**src/rtl/sha_pkg.sv**
```systemverilog
// Shared types and sizing for the SHA-256 front end.
// A block is NIBBLES nibbles of NIB_W bits; nibble k occupies bits [NIB_W*k +: NIB_W].
package sha_pkg;

    localparam int NIBBLES = 128;
    localparam int NIB_W   = 4;
    localparam int BLOCK_W = NIBBLES * NIB_W;

    typedef logic [NIB_W-1:0]   nibble_t;
    typedef logic [BLOCK_W-1:0] block_t;

    typedef enum logic {
        FILL = 1'b0,
        FULL = 1'b1
    } asm_state_e;

endpackage

```
**src/rtl/nibble_to_block.sv**
```systemverilog
// Packs a valid/ready stream of nibbles into one message block and hands it
// downstream over valid/ready; in_last closes a block early, unused nibbles read 0.
module nibble_to_block
    import sha_pkg::*;
#(
    parameter int NIBBLES = sha_pkg::NIBBLES,
    parameter int NIB_W   = sha_pkg::NIB_W
) (
    input  logic                       clk,
    input  logic                       rst,
    input  logic                       in_valid,
    input  logic [NIB_W-1:0]           in_data,
    input  logic                       in_last,
    output logic                       in_ready,
    output logic                       out_valid,
    output logic [NIBBLES*NIB_W-1:0]   out_block,
    output logic [7:0]                 out_count,
    output logic                       out_last,
    input  logic                       out_ready,
    output asm_state_e                 dbg_state
);

    localparam int BLK_W = NIBBLES * NIB_W;
    localparam int IDX_W = $clog2(NIBBLES);
    localparam logic [IDX_W-1:0] LAST_IDX = IDX_W'(NIBBLES - 1);

    // Handshakes: a transfer happens on a rising edge where valid && ready are
    // both high; the producer holds data stable until that edge.
    asm_state_e         state_q;
    logic [IDX_W-1:0]   idx_q;
    logic [BLK_W-1:0]   buf_q;
    logic               out_valid_q;
    logic [7:0]         out_count_q;
    logic               out_last_q;

    assign in_ready  = (state_q == FILL) && !rst;
    assign out_valid = out_valid_q;
    assign out_block = buf_q;
    assign out_count = out_count_q;
    assign out_last  = out_last_q;
    assign dbg_state = state_q;

    always_ff @(posedge clk) begin
        if (rst) begin
            state_q     <= FILL;
            idx_q       <= '0;
            buf_q       <= '0;
            out_valid_q <= 1'b0;
            out_count_q <= '0;
            out_last_q  <= 1'b0;
        end else begin
            case (state_q)
                FILL: begin
                    if (in_valid && in_ready) begin
                        buf_q[idx_q*NIB_W +: NIB_W] <= in_data;
                        // idx is held at the final slot rather than wrapped; release re-zeroes it.
                        if (idx_q == LAST_IDX || in_last) begin
                            state_q     <= FULL;
                            out_valid_q <= 1'b1;
                            out_count_q <= 8'(idx_q) + 8'd1;
                            out_last_q  <= in_last;
                        end else begin
                            idx_q <= idx_q + 1'b1;
                        end
                    end
                end
                FULL: begin
                    if (out_valid_q && out_ready) begin
                        state_q     <= FILL;
                        idx_q       <= '0;
                        buf_q       <= '0;
                        out_valid_q <= 1'b0;
                        out_count_q <= '0;
                        out_last_q  <= 1'b0;
                    end
                end
                default: begin
                    state_q <= FILL;
                end
            endcase
        end
    end

endmodule
```
**config.mk**
```make
export PLATFORM = sky130hd
export DESIGN_NAME = nibble_to_block
export DESIGN_NICKNAME = d
export VERILOG_FILES = /design/src/rtl/sha_pkg.sv /design/src/rtl/nibble_to_block.sv
export SDC_FILE = /design/constraint.sdc
export NUM_CORES = 1
export LEC_CHECK = 0
export BUFFER_PORTS_ARGS = -buffer_cell sky130_fd_sc_hd__buf_2
export CAP_MARGIN = 20
export CORE_AREA = 4 4 203 205
export CTS_CLUSTER_DIAMETER = 60
export DETAILED_ROUTE_END_ITERATION = 8
export DIE_AREA = 0 0 207 209
export PLACE_DENSITY = 0.74
export SLEW_MARGIN = 25
export SYNTH_ARGS = -nofsm -noshare
export SYNTH_HDL_FRONTEND = slang
export SYNTH_SLANG_ARGS = --single-unit
```
**constraint.sdc**
```tcl
create_clock -name clk -period 4.5 [get_ports clk]
set_clock_uncertainty 0.15 [all_clocks]
set_input_delay 0.225 -clock clk [delete_from_list [all_inputs] [get_ports clk]]
set_output_delay 0.225 -clock clk [all_outputs]
set_load 0.02 [all_outputs]
```
# --- Word level (Yosys, flattened, before mapping) ---
# Cells that the tools add are included.
word_totals:
  inputBits: 9
  out_inout_bits: 524
  reg_bits: 530
classes:
  eq_ne: 5
  mux: 23
  bitwise_logic: 1
  n_reduce_logical: 8
  addsub: 3
  shifts: 2
ops:
  columns: ["operator", "n"]
  rows:
  - ["512-bit two-way mux", 2]
  - ["512-bit case mux with 2 select lines", 1]
  - ["512-bit bitwise mux", 1]
  - ["4-bit by 34-bit variable shift with 512-bit output (first input constant)", 1]
  - ["4-bit by 34-bit indexed part select with 512-bit output", 1]
  - ["9-bit negation with 34-bit output", 1]
  - ["8-bit two-way mux", 3]
  - ["7-bit two-way mux", 3]
  - ["8-bit case mux with 2 select lines", 1]
  - ["7-bit case mux with 2 select lines", 1]
  - ["7-bit by 1-bit adder with 8-bit output (second input constant)", 1]
  - ["1-bit two-way mux", 8]
  - ["7-bit by 1-bit adder with 7-bit output (second input constant)", 1]
  - ["7-bit equality test (second input constant)", 1]
  - ["2-bit by 1-bit != test with 1-bit output (second input constant)", 3]
  - ["1-bit case mux with 2 select lines", 3]
  - ["3-bit AND reduction", 2]
  - ["1-bit logical AND", 3]
  - ["2-bit != test (second input constant)", 1]
  - ["2-bit AND reduction", 1]
  - ["1-bit zero test", 1]
  - ["1-bit logical OR", 1]
  - ["1-bit NOT", 1]

# --- Logic depth before layout (Yosys ltp) ---
# Gate-level depths: netlist of run 1.
depth:
  ltp_word: 5
  depth_mapped: 15
  depth_no_buf: 11

# --- Worst setup path before layout of run 1 ---
# No wires, ideal clock.
synth_timing:
  kind: "register to register"
  startpoint: "register idx_q[1]"
  endpoint: "register buf_q[480] (netlist: out_block[480])"
  required_time_ns: 4.222
  period_less_slack_ns: 3.270
  stages_incl_launch_ff: 16
  arrival_time_ns: 2.992
  setup_slack_ns: 1.230
  path_cell_list: "dfxtp_1 buf_2 inv_1 ha_1 clkbuf_1 nand2b_1 nor3_1 ha_1 or3_1 a31o_1 buf_4 a31oi_1 buf_2 nand2_1 a32oi_1 nor2_1"
synth_via:
  elab_chain_cells: 5
  word_cells_on_any_way: 6
  cone_classes: "add/sub: 1; shift: 2; mux: 3"
synth_rtl:
  columns: ["element", "line", "source"]
  rows:
  - ["start, declared", "nibble_to_block.sv:30", "logic [IDX_W-1:0] idx_q;"]
  - ["start signal, assigned", "nibble_to_block.sv:63", "idx_q <= idx_q + 1'b1;"]
  - ["9-bit negation with 34-bit output *", "nibble_to_block.sv:55", "buf_q[idx_q*NIB_W +: NIB_W] <= in_data;"]
  - ["4-bit by 34-bit indexed part select with 512-bit output or 4-bit by 34-bit variable shift with 512-bit output (tied branches)", "nibble_to_block.sv:55", null]
  - ["512-bit bitwise mux *", "nibble_to_block.sv:55", null]
  - ["512-bit two-way mux *", "nibble_to_block.sv:54", "if (in_valid && in_ready) begin"]
  - ["512-bit case mux with 2 select lines *", "nibble_to_block.sv:52", "case (state_q)"]
  - ["end signal, assigned by index", "nibble_to_block.sv:55", null]
  - ["end, declared", "nibble_to_block.sv:31", "logic [BLK_W-1:0] buf_q;"]
# Mark *: on every way between the ends. The rest lies on a longest branch, timed or not. The select of a mux whose other input is x is not followed.
# A chain may end at the register's enable or synchronous reset.

# --- Final worst setup path of run 1 ---
layout_timing:
  startpoint: "register idx_q[1]"
  endpoint: "register buf_q[476] (netlist: out_block[476])"
# Same word-level chain as after synthesis.

==> results of run 1 <==
## layout by cell type, fill, tap and decap left out, types with 54 or more instances in the layout
| cell | n |
|---|---|
| clkbuf_16 | 57 |
| a22o_1 | 288 |
| nor2_1 | 177 |
| nand2_1 | 126 |
| buf_4 | 73 |
| buf_2 | 531 |
| a22oi_1 | 64 |
| nand3_1 | 63 |
| a32o_1 | 54 |
| a21oi_1 | 128 |
| dfxtp_1 | 530 |
## where the power goes
group,switching [mW],total (mW),internal [mW]
logic,0.211,0.270,0.0589
registers,0.00465,4.70,4.70
clock network,1.90,4.62,2.72
total,2.11,9.59,7.48
## Yosys cell counts, types with 4 or more instances
master / n / share of area, %
a32oi_1: 27 / 1.2
nor3_2: 4 / 0.21
nor4_1: 5 / 0.16
a22o_1: 288 / 13
a31oi_1: 29 / 0.95
o211ai_1: 4 / 0.16
dfxtp_1: 530 / 55
nor2_2: 5 / 0.16
and3_1: 22 / 0.72
or2_2: 5 / 0.16
nand3_1: 63 / 1.6
o22ai_1: 9 / 0.29
o2bb2ai_1: 16 / 0.73
xnor2_1: 4 / 0.18
o21ai_0: 31 / 0.81
buf_1: 12 / 0.23
nor2b_1: 4 / 0.13
nand2b_1: 8 / 0.26
a21oi_1: 130 / 3.4
o21ai_1: 4 / 0.10
nand4_1: 4 / 0.13
nor2_1: 179 / 3.5
nand2_1: 126 / 2.5
buf_2: 58 / 1.5
a21oi_2: 4 / 0.18
inv_1: 13 / 0.25
a22oi_1: 64 / 2.5
nor3_1: 35 / 0.91
and2_1: 22 / 0.72
a32o_1: 54 / 2.8
clkbuf_1: 74 / 1.4
## registers in the layout, indices dropped and copies added (netlist names)
signal	cells
out_valid	1
out_block	512
dbg_state	1
idx_q	7
out_last	1
out_count	8
## timing repair
action,4_1_cts,5_1_grt
hold buffers,7,0
hold endpoints to repair,27,0
gates resized for setup,0,0
## how the worst max path moves through the flow
stage / from / to / slack [ns]
after floorplan: idx_q[1] / out_block[480] / 1.23
after global placement: idx_q[1] / out_block[478] / 0.71
after detailed placement: idx_q[1] / out_block[476] / 0.61
after CTS: idx_q[1] / out_block[476] / 0.58
after global routing: idx_q[1] / out_block[476] / 0.21
final: idx_q[1] / out_block[476] / 0.47
## area by class of cell
cell class                 count  area (sq um)
clock buffer                  78          1620
inverter                      14          52.6
tap                          525           657
multi-input combinational   1207          7950
clock inverter                21           228
sequential                   530         10600
timing repair buffer         616          3370
fill                        3346         15000
## cell families after synthesis
group                      count (synthesis)  share of synthesized area, %
AOI/OAI and AO/OA                        688                          27.8
DFF                                      530                          55.3
and+or+nand+nor                          508                          12.6
buffers and inverters                    162                          3.65
xor gates and xnor gates                   5                         0.228
muxes                                      3                         0.183
adders and majority gates                  3                         0.196
## routing by layer
| metal | track usage [%] | vias up | wire length, um |
|---|---|---|---|
| met4 | 12.4 | 0 | 2840 |
| met2 | 54.2 | 1101 | 35500 |
| met3 | 8.09 | 173 | 7670 |
| met5 | 0 | - | 0 |
| met1 | 42.5 | 9010 | 30000 |
| li1 | - | 8158 | - |
## worst max-delay path: stages, from the launching register on
cell      delay, ns
dfxtp_1        0.65
inv_1          0.09
ha_1           0.32
nand2b_1       0.26
nor3_1         0.08
ha_1           0.30
nor3b_2        0.36
o21ai_2        0.27
a31oi_1        0.79
a21oi_1        0.29
a22oi_1        0.26
nor2_1         0.06
==> out/metrics.cfg, run 1 <==
[floorplanning]
die_area_sq_um = 43300
coreArea_sq_um = 39500
die_w_um = 207
die_y_um = 209
initial_core_util_pct = 48.6
ioPinCount = 533
num_rows = 73

[clocking]
h-tree-depth = 2
clockBufferDepth = 3
cts.sinks = 530
post-cts-setup-buffer-count = 0
worstSkewPairLatency_ns = 0.60
cts_tree = built
cts_made_buffers = 54
root_buffer = clkbuf_16
clk_pin_slew_ns = 0.06

[cells_and_area]
utilization_pct = 62.0
finalNetCount = 2435
stdcell_count = 2991
drive_gt1_share_pct = 30.6
finish.instance_area_sq_um = 24500
areaGrowthSynthToFinish_pct = 27.6
n_antenna_cell = 0

[min_path]
hold_path.startpoint = rst
hold_depth = 4
min_to = out_block[374]
hold_class = in -> reg

[synthesis]
ys.flop_type = dfxtp_1
ys_seq_area_share_pct = 55.3
syn-instance-count = 1899
netlist_area_sq_um = 19200
yosys_warnings = 0
yosys_register_bits = 530
synth_edf_count = 0
synth_cell_types = 72
ys_async_sr_fraction_pct = 0
synth.avg_cell_area_sq_um = 10.1
synth_nets = 1911

[sta]
slew_viol_final = 0
setup_violations = 0
hold_viol_final = 0
worstMarginPinSlew_ns = 1.05
fin_crit_ns = 4.03
fin_ws_ns = 0.472
period_share_pct = 89.5
setup_tns_ns = 0
rsz0062_at_grt = false
slew_headroom_pct = 28.7
whs_ns = 0.0736
fmax_mhz = 248

[run]
maxCapViolations = 0

[setup_path]
worstSetupPathType = reg -> reg
timing.critical_path.arrival_ns = 4.33
reg2reg_from = idx_q[1]
timing.rr.end = out_block[476]
cp_data_required_time_ns = 4.81
r2r_setup_slack_ns = 0.47
rr_worst_depth = 11
worstSetupStartpointType = flop
end_kind = flop
crit_fanout = 14

[grt]
grt_pass1_vias = 18100
overflow = 0
antenna_found_initial = 0
grtUsageTotal_pct = 33.0
grt_max_degree = 105
grt_pass1_wl_um = 113000

[power]
p_leak_nw = 10.8
powerDensity_nw_per_um2 = 392
ir_drop_mv = 0.299
finalPower_mw = 9.59

[routing]
vias = 18400
first_iter_violations = 1887
ant_nets = 0
drc = 0
drtPass1Iterations = 5
vias_per_cell = 6.17
wire_per_inst_um = 25.4
routed_wl_um = 76000

[placed_design]
dp_cells = 2884
hpwl_um = 54000
portBuffers = 532
gp_congestion = 0.982
pre_cts_ws_ns = 0.606
postPlaceCellArea_sq_um = 22500

[outcome]
status = complete, no violations

Power figures use the tool's default switching activity.
==> inputs of run 2 (changes only) <==
--- a/config.mk
+++ b/config.mk
@@ -12,6 +12,7 @@
 export DETAILED_ROUTE_END_ITERATION = 8
 export DIE_AREA = 0 0 207 209
 export PLACE_DENSITY = 0.74
+export RECOVER_POWER = 50
 export SLEW_MARGIN = 25
 export SYNTH_ARGS = -nofsm -noshare
 export SYNTH_HDL_FRONTEND = slang
==> out/metrics.cfg, run 2 (synthesized netlist as in run 1, its figures left out) <==
[routing]
vias_per_cell = 6.15
routed_wl_um = 75900
vias = 18400
drtPass1Iterations = 5
drc = 0
first_iter_violations = 1895
ant_nets = 0
wire_per_inst_um = 25.4

[cells_and_area]
drive_gt1_share_pct = 9.33
mostFrequentLayoutCell = clkbuf_1
n_antenna_cell = 0
largest_reg_flops = 512
layout_common_cells = clkbuf_1, dfxtp_1, a22o_1, nor2_1, a21oi_1
areaGrowthSynthToFinish_pct = 24.2
fill_cells = 3608
finish.instance_area_sq_um = 23800
finalNetCount = 2435

[setup_path]
reg2reg_from = idx_q[1]
r2r_setup_slack_ns = 0.49
timing.critical_path.arrival_ns = 4.32
end_kind = flop
cp_data_required_time_ns = 4.81
worstSetupPathType = reg -> reg
worstSetupStartpointType = flop
timing.rr.end = out_block[476]
rr_worst_depth = 11
crit_fanout = 14

[grt]
overflow = 0
grt_max_degree = 105
antenna_found_initial = 0
grtUsageTotal_pct = 33.0
grt_pass1_vias = 18100
grt_pass1_wl_um = 113000

[placed_design]
postPlaceCellArea_sq_um = 22500
hpwl_um = 54000
gp_congestion = 0.982
portBuffers = 532

[sta]
slew_headroom_pct = 26.5
worstMarginPinSlew_ns = 1.08
fmax_mhz = 249
period_share_pct = 89.2
hold_viol_final = 0
setup_tns_ns = 0
fin_crit_ns = 4.01
slew_viol_final = 0
setup_violations = 0
rsz0062_at_grt = false

[floorplanning]
die_w_um = 207
num_rows = 73
coreArea_sq_um = 39500
die_y_um = 209
initial_core_util_pct = 48.6
ioPinCount = 533
die_area_sq_um = 43300

[clocking]
worstSkewPairLatency_ns = 0.59
cts_made_buffers = 54
post-cts-setup-buffer-count = 0
h-tree-depth = 2
cts.sinks = 530
cts_tree = built
clk_pin_slew_ns = 0.06
clockBufferDepth = 3
ctsHoldBuffers = 7
post_cts_resized = 0
root_buffer = clkbuf_16

[power]
finalPower_mw = 9.58
powerDensity_nw_per_um2 = 402
ir_drop_mv = 0.298
p_leak_nw = 8.48

[min_path]
hold_depth = 4
hold_class = in -> reg
hold_path.startpoint = rst
min_to = out_block[374]

[outcome]
status = complete, no violations

[run]
maxCapViolations = 0

[run 2: stage by stage]
| step | hold slack [ns] | worst slack (ns) | utilization, % | std cells |
|---|---|---|---|---|
| detailed placement | 0.295 | 0.606 | 57.1 | 2884 |
| global placement | 0.286 | 0.712 | 57.1 | 2884 |
| finish | 0.0744 | 0.487 | 60.4 | 2991 |
| global route | 0.0667 | 0.214 | 60.4 | 2991 |
| floorplan | 0.201 | 1.23 | - | 1899 |
| CTS | 0.0221 | 0.581 | 62.0 | 2990 |
[run 2: where the power goes]
part / total (mW) / internal (mW) / switching [mW]
registers: 4.70 / 4.70 / 0.00478
logic: 0.268 / 0.0577 / 0.211
clock network: 4.61 / 2.72 / 1.89
[run 2: metal layers]
metal	vias up	global-route usage [%]	part of all wire, %
li1	8167	-	-
met1	9026	42.5	40
met2	1019	54.2	47
met3	182	8.09	9.8
met4	0	12.4	3.8
met5	-	0	0
[run 2: critical path, stage by stage (launching register included)]
cell      delay, ns
dfxtp_1        0.65
inv_1          0.09
ha_1           0.32
nand2b_1       0.26
nor3_1         0.08
ha_1           0.30
nor3b_2        0.36
o21ai_2        0.27
a31oi_1        0.78
a21oi_1        0.28
a22oi_1        0.26
nor2_1         0.07
[run 2: layout make-up]
type	instances	area (sq um)	share of cell area [%]
Clock buffer	78	1620	6.78
Clock inverter	21	228	0.956
Inverter	14	52.6	0.221
Multi-Input combinational cell	1207	7950	33.4
Sequential cell	530	10600	44.5
Tap cell	525	657	2.76
Timing Repair Buffer	616	2710	11.4
[run 2: how the worst max path moves through the flow]
stage | start | to | cells after the start
after floorplan | idx_q[1] | out_block[480] | 15
after global placement | idx_q[1] | out_block[478] | 11
after CTS | idx_q[1] | out_block[476] | 11
after detailed placement | idx_q[1] | out_block[476] | 11
final | idx_q[1] | out_block[476] | 11
after global routing | idx_q[1] | out_block[476] | 11
==> inputs of run 3 (changes only) <==
--- a/config.mk
+++ b/config.mk
@@ -13,6 +13,7 @@
 export DIE_AREA = 0 0 207 209
 export PLACE_DENSITY = 0.74
 export RECOVER_POWER = 50
+export REMOVE_ABC_BUFFERS = 1
 export SLEW_MARGIN = 25
 export SYNTH_ARGS = -nofsm -noshare
 export SYNTH_HDL_FRONTEND = slang
==> out/metrics.cfg, run 3 (synthesized netlist as in run 1, its figures left out) <==
[routing]
vias = 18400
routed_wl_um = 74700
first_iter_violations = 1642
drc = 0
wire_per_inst_um = 24.9
ant_nets = 0
vias_per_cell = 6.12
drtPass1Iterations = 5

[floorplanning]
coreArea_sq_um = 39500
die_y_um = 209
ioPinCount = 533
die_area_sq_um = 43300
initial_core_util_pct = 48.6
die_w_um = 207
num_rows = 73

[power]
combPwrFrac_pct = 2.9
seq_power_share_pct = 49.9
swShare_pct = 22.2
p_clk_share_pct = 47.2
ir_drop_mv = 0.329
p_leak_nw = 8.50
p_int_mw = 7.33
powerDensity_nw_per_um2 = 395
power_switching_mw = 2.09

[clocking]
h-tree-depth = 2
root_buffer = clkbuf_16
worstSkewPairLatency_ns = 0.60
cts.sinks = 530
cts_made_buffers = 53
clockBufferDepth = 3
clk_pin_slew_ns = 0.06
cts_tree = built
post_cts_resized = 0
ctsHoldBuffers = 6
post-cts-setup-buffer-count = 0

[setup_path]
timing.critical_path.arrival_ns = 3.93
worstSetupPathType = reg -> reg
crit_fanout = 11
cp_data_required_time_ns = 4.80
worstSetupStartpointType = flop
end_kind = flop

[sta]
setup_tns_ns = 0
slew_viol_final = 0
fmax_mhz = 276
worstMarginPinSlew_ns = 1.24
setup_violations = 0
hold_viol_final = 0
slew_headroom_pct = 17.1
fin_crit_ns = 3.62
whs_ns = 0.0364
rsz0062_at_grt = false
period_share_pct = 80.5

[placed_design]
hpwl_um = 53400
gp_congestion = 0.946
portBuffers = 532
dp_cells = 2898
postPlaceCellArea_sq_um = 22700

[grt]
grt_pass1_wl_um = 112000
grt_max_degree = 72
grtUsageTotal_pct = 32.4
grt_pass1_vias = 17900
overflow = 0
antenna_found_initial = 0

[cells_and_area]
finalNetCount = 2446
finish.instance_area_sq_um = 23800
n_antenna_cell = 0
drive_gt1_share_pct = 9.81
mostFrequentLayoutCell = clkbuf_1
stdcell_count = 3001
largest_reg_flops = 512
layout_common_cells = clkbuf_1, dfxtp_1, a22o_1, nor2_1, a21oi_1
areaGrowthSynthToFinish_pct = 24.3
fill_cells = 3640

[run]
maxCapViolations = 0

[outcome]
status = complete, no violations

[min_path]
hold_class = in -> reg

run 3: cell count changes in the layout (fill, tap and decap cells not counted), sizes merged:
cell / previous run / this run
bufinv: 4 / 2
buf: 86 / 99
clkinvlp: 4 / 2
clkbuf: 601 / 602
inv: 16 / 17
dlygate4sd3: 7 / 6
run 3: worst paths after layout:
check             cells past startpoint  slack (ns)    startpoint              to
setup reg to reg                     11        0.88      idx_q[0]  out_block[191]
hold reg to reg                       2        0.30  out_block[2]    out_block[2]
setup / recovery                     11        0.88      idx_q[0]  out_block[191]
hold / removal                        3        0.04    in_data[1]  out_block[189]
run 3: cell type report:
type                    instances  area (sq um)  share of cell area (%)
inverters                      14          52.6                   0.221
well taps                     525           657                    2.76
clock buffers                  79          1600                    6.70
multi-input cells            1207          7970                    33.4
flip-flops and latches        530         10600                    44.5
repair buffers                628          2770                    11.6
clock inverters                18           178                   0.746
run 3: routing by layer:
metal  part of all wire, %  wire length [um]  global-route usage (%)
met3                   9.7              7240                    7.64
met5                     0                 0                       0
met4                   3.4              2570                    11.2
met1                    41             30400                    42.6
met2                    46             34500                    52.8
run 3: per-stage QoR:
stage                     total power [mW]  setup WS, ns  util [%]
after floorplan                       4.94         0.233         -
after global placement                5.06          1.11      57.4
after detailed placement              5.06          1.01      57.4
after CTS                             9.46         0.968      62.1
after global routing                  9.66         0.629      60.4
final                                 9.42         0.877      60.4
run 3: worst max-delay path: stages (launching register included):
cell and delay [ns]:
dfxtp_1 0.32, inv_2 0.15, ha_1 0.39, nand2b_1 0.23, nor3_1 0.19, ha_1 0.35, inv_1 0.16, a21oi_1 0.51
buf_4 0.28, nand2_1 0.10, nor3_1 0.46, o21ai_0 0.18
run 3: power by group through the flow:
stage | logic (mW) | registers (mW) | clock network (mW)
3_5_place_dp | 0.262 | 4.80 | 0
4_1_cts | 0.268 | 4.70 | 4.49
2_1_floorplan | 0.131 | 4.81 | 0
5_1_grt | 0.289 | 4.70 | 4.67
3_3_place_gp | 0.260 | 4.80 | 0
6_report | 0.274 | 4.70 | 4.45
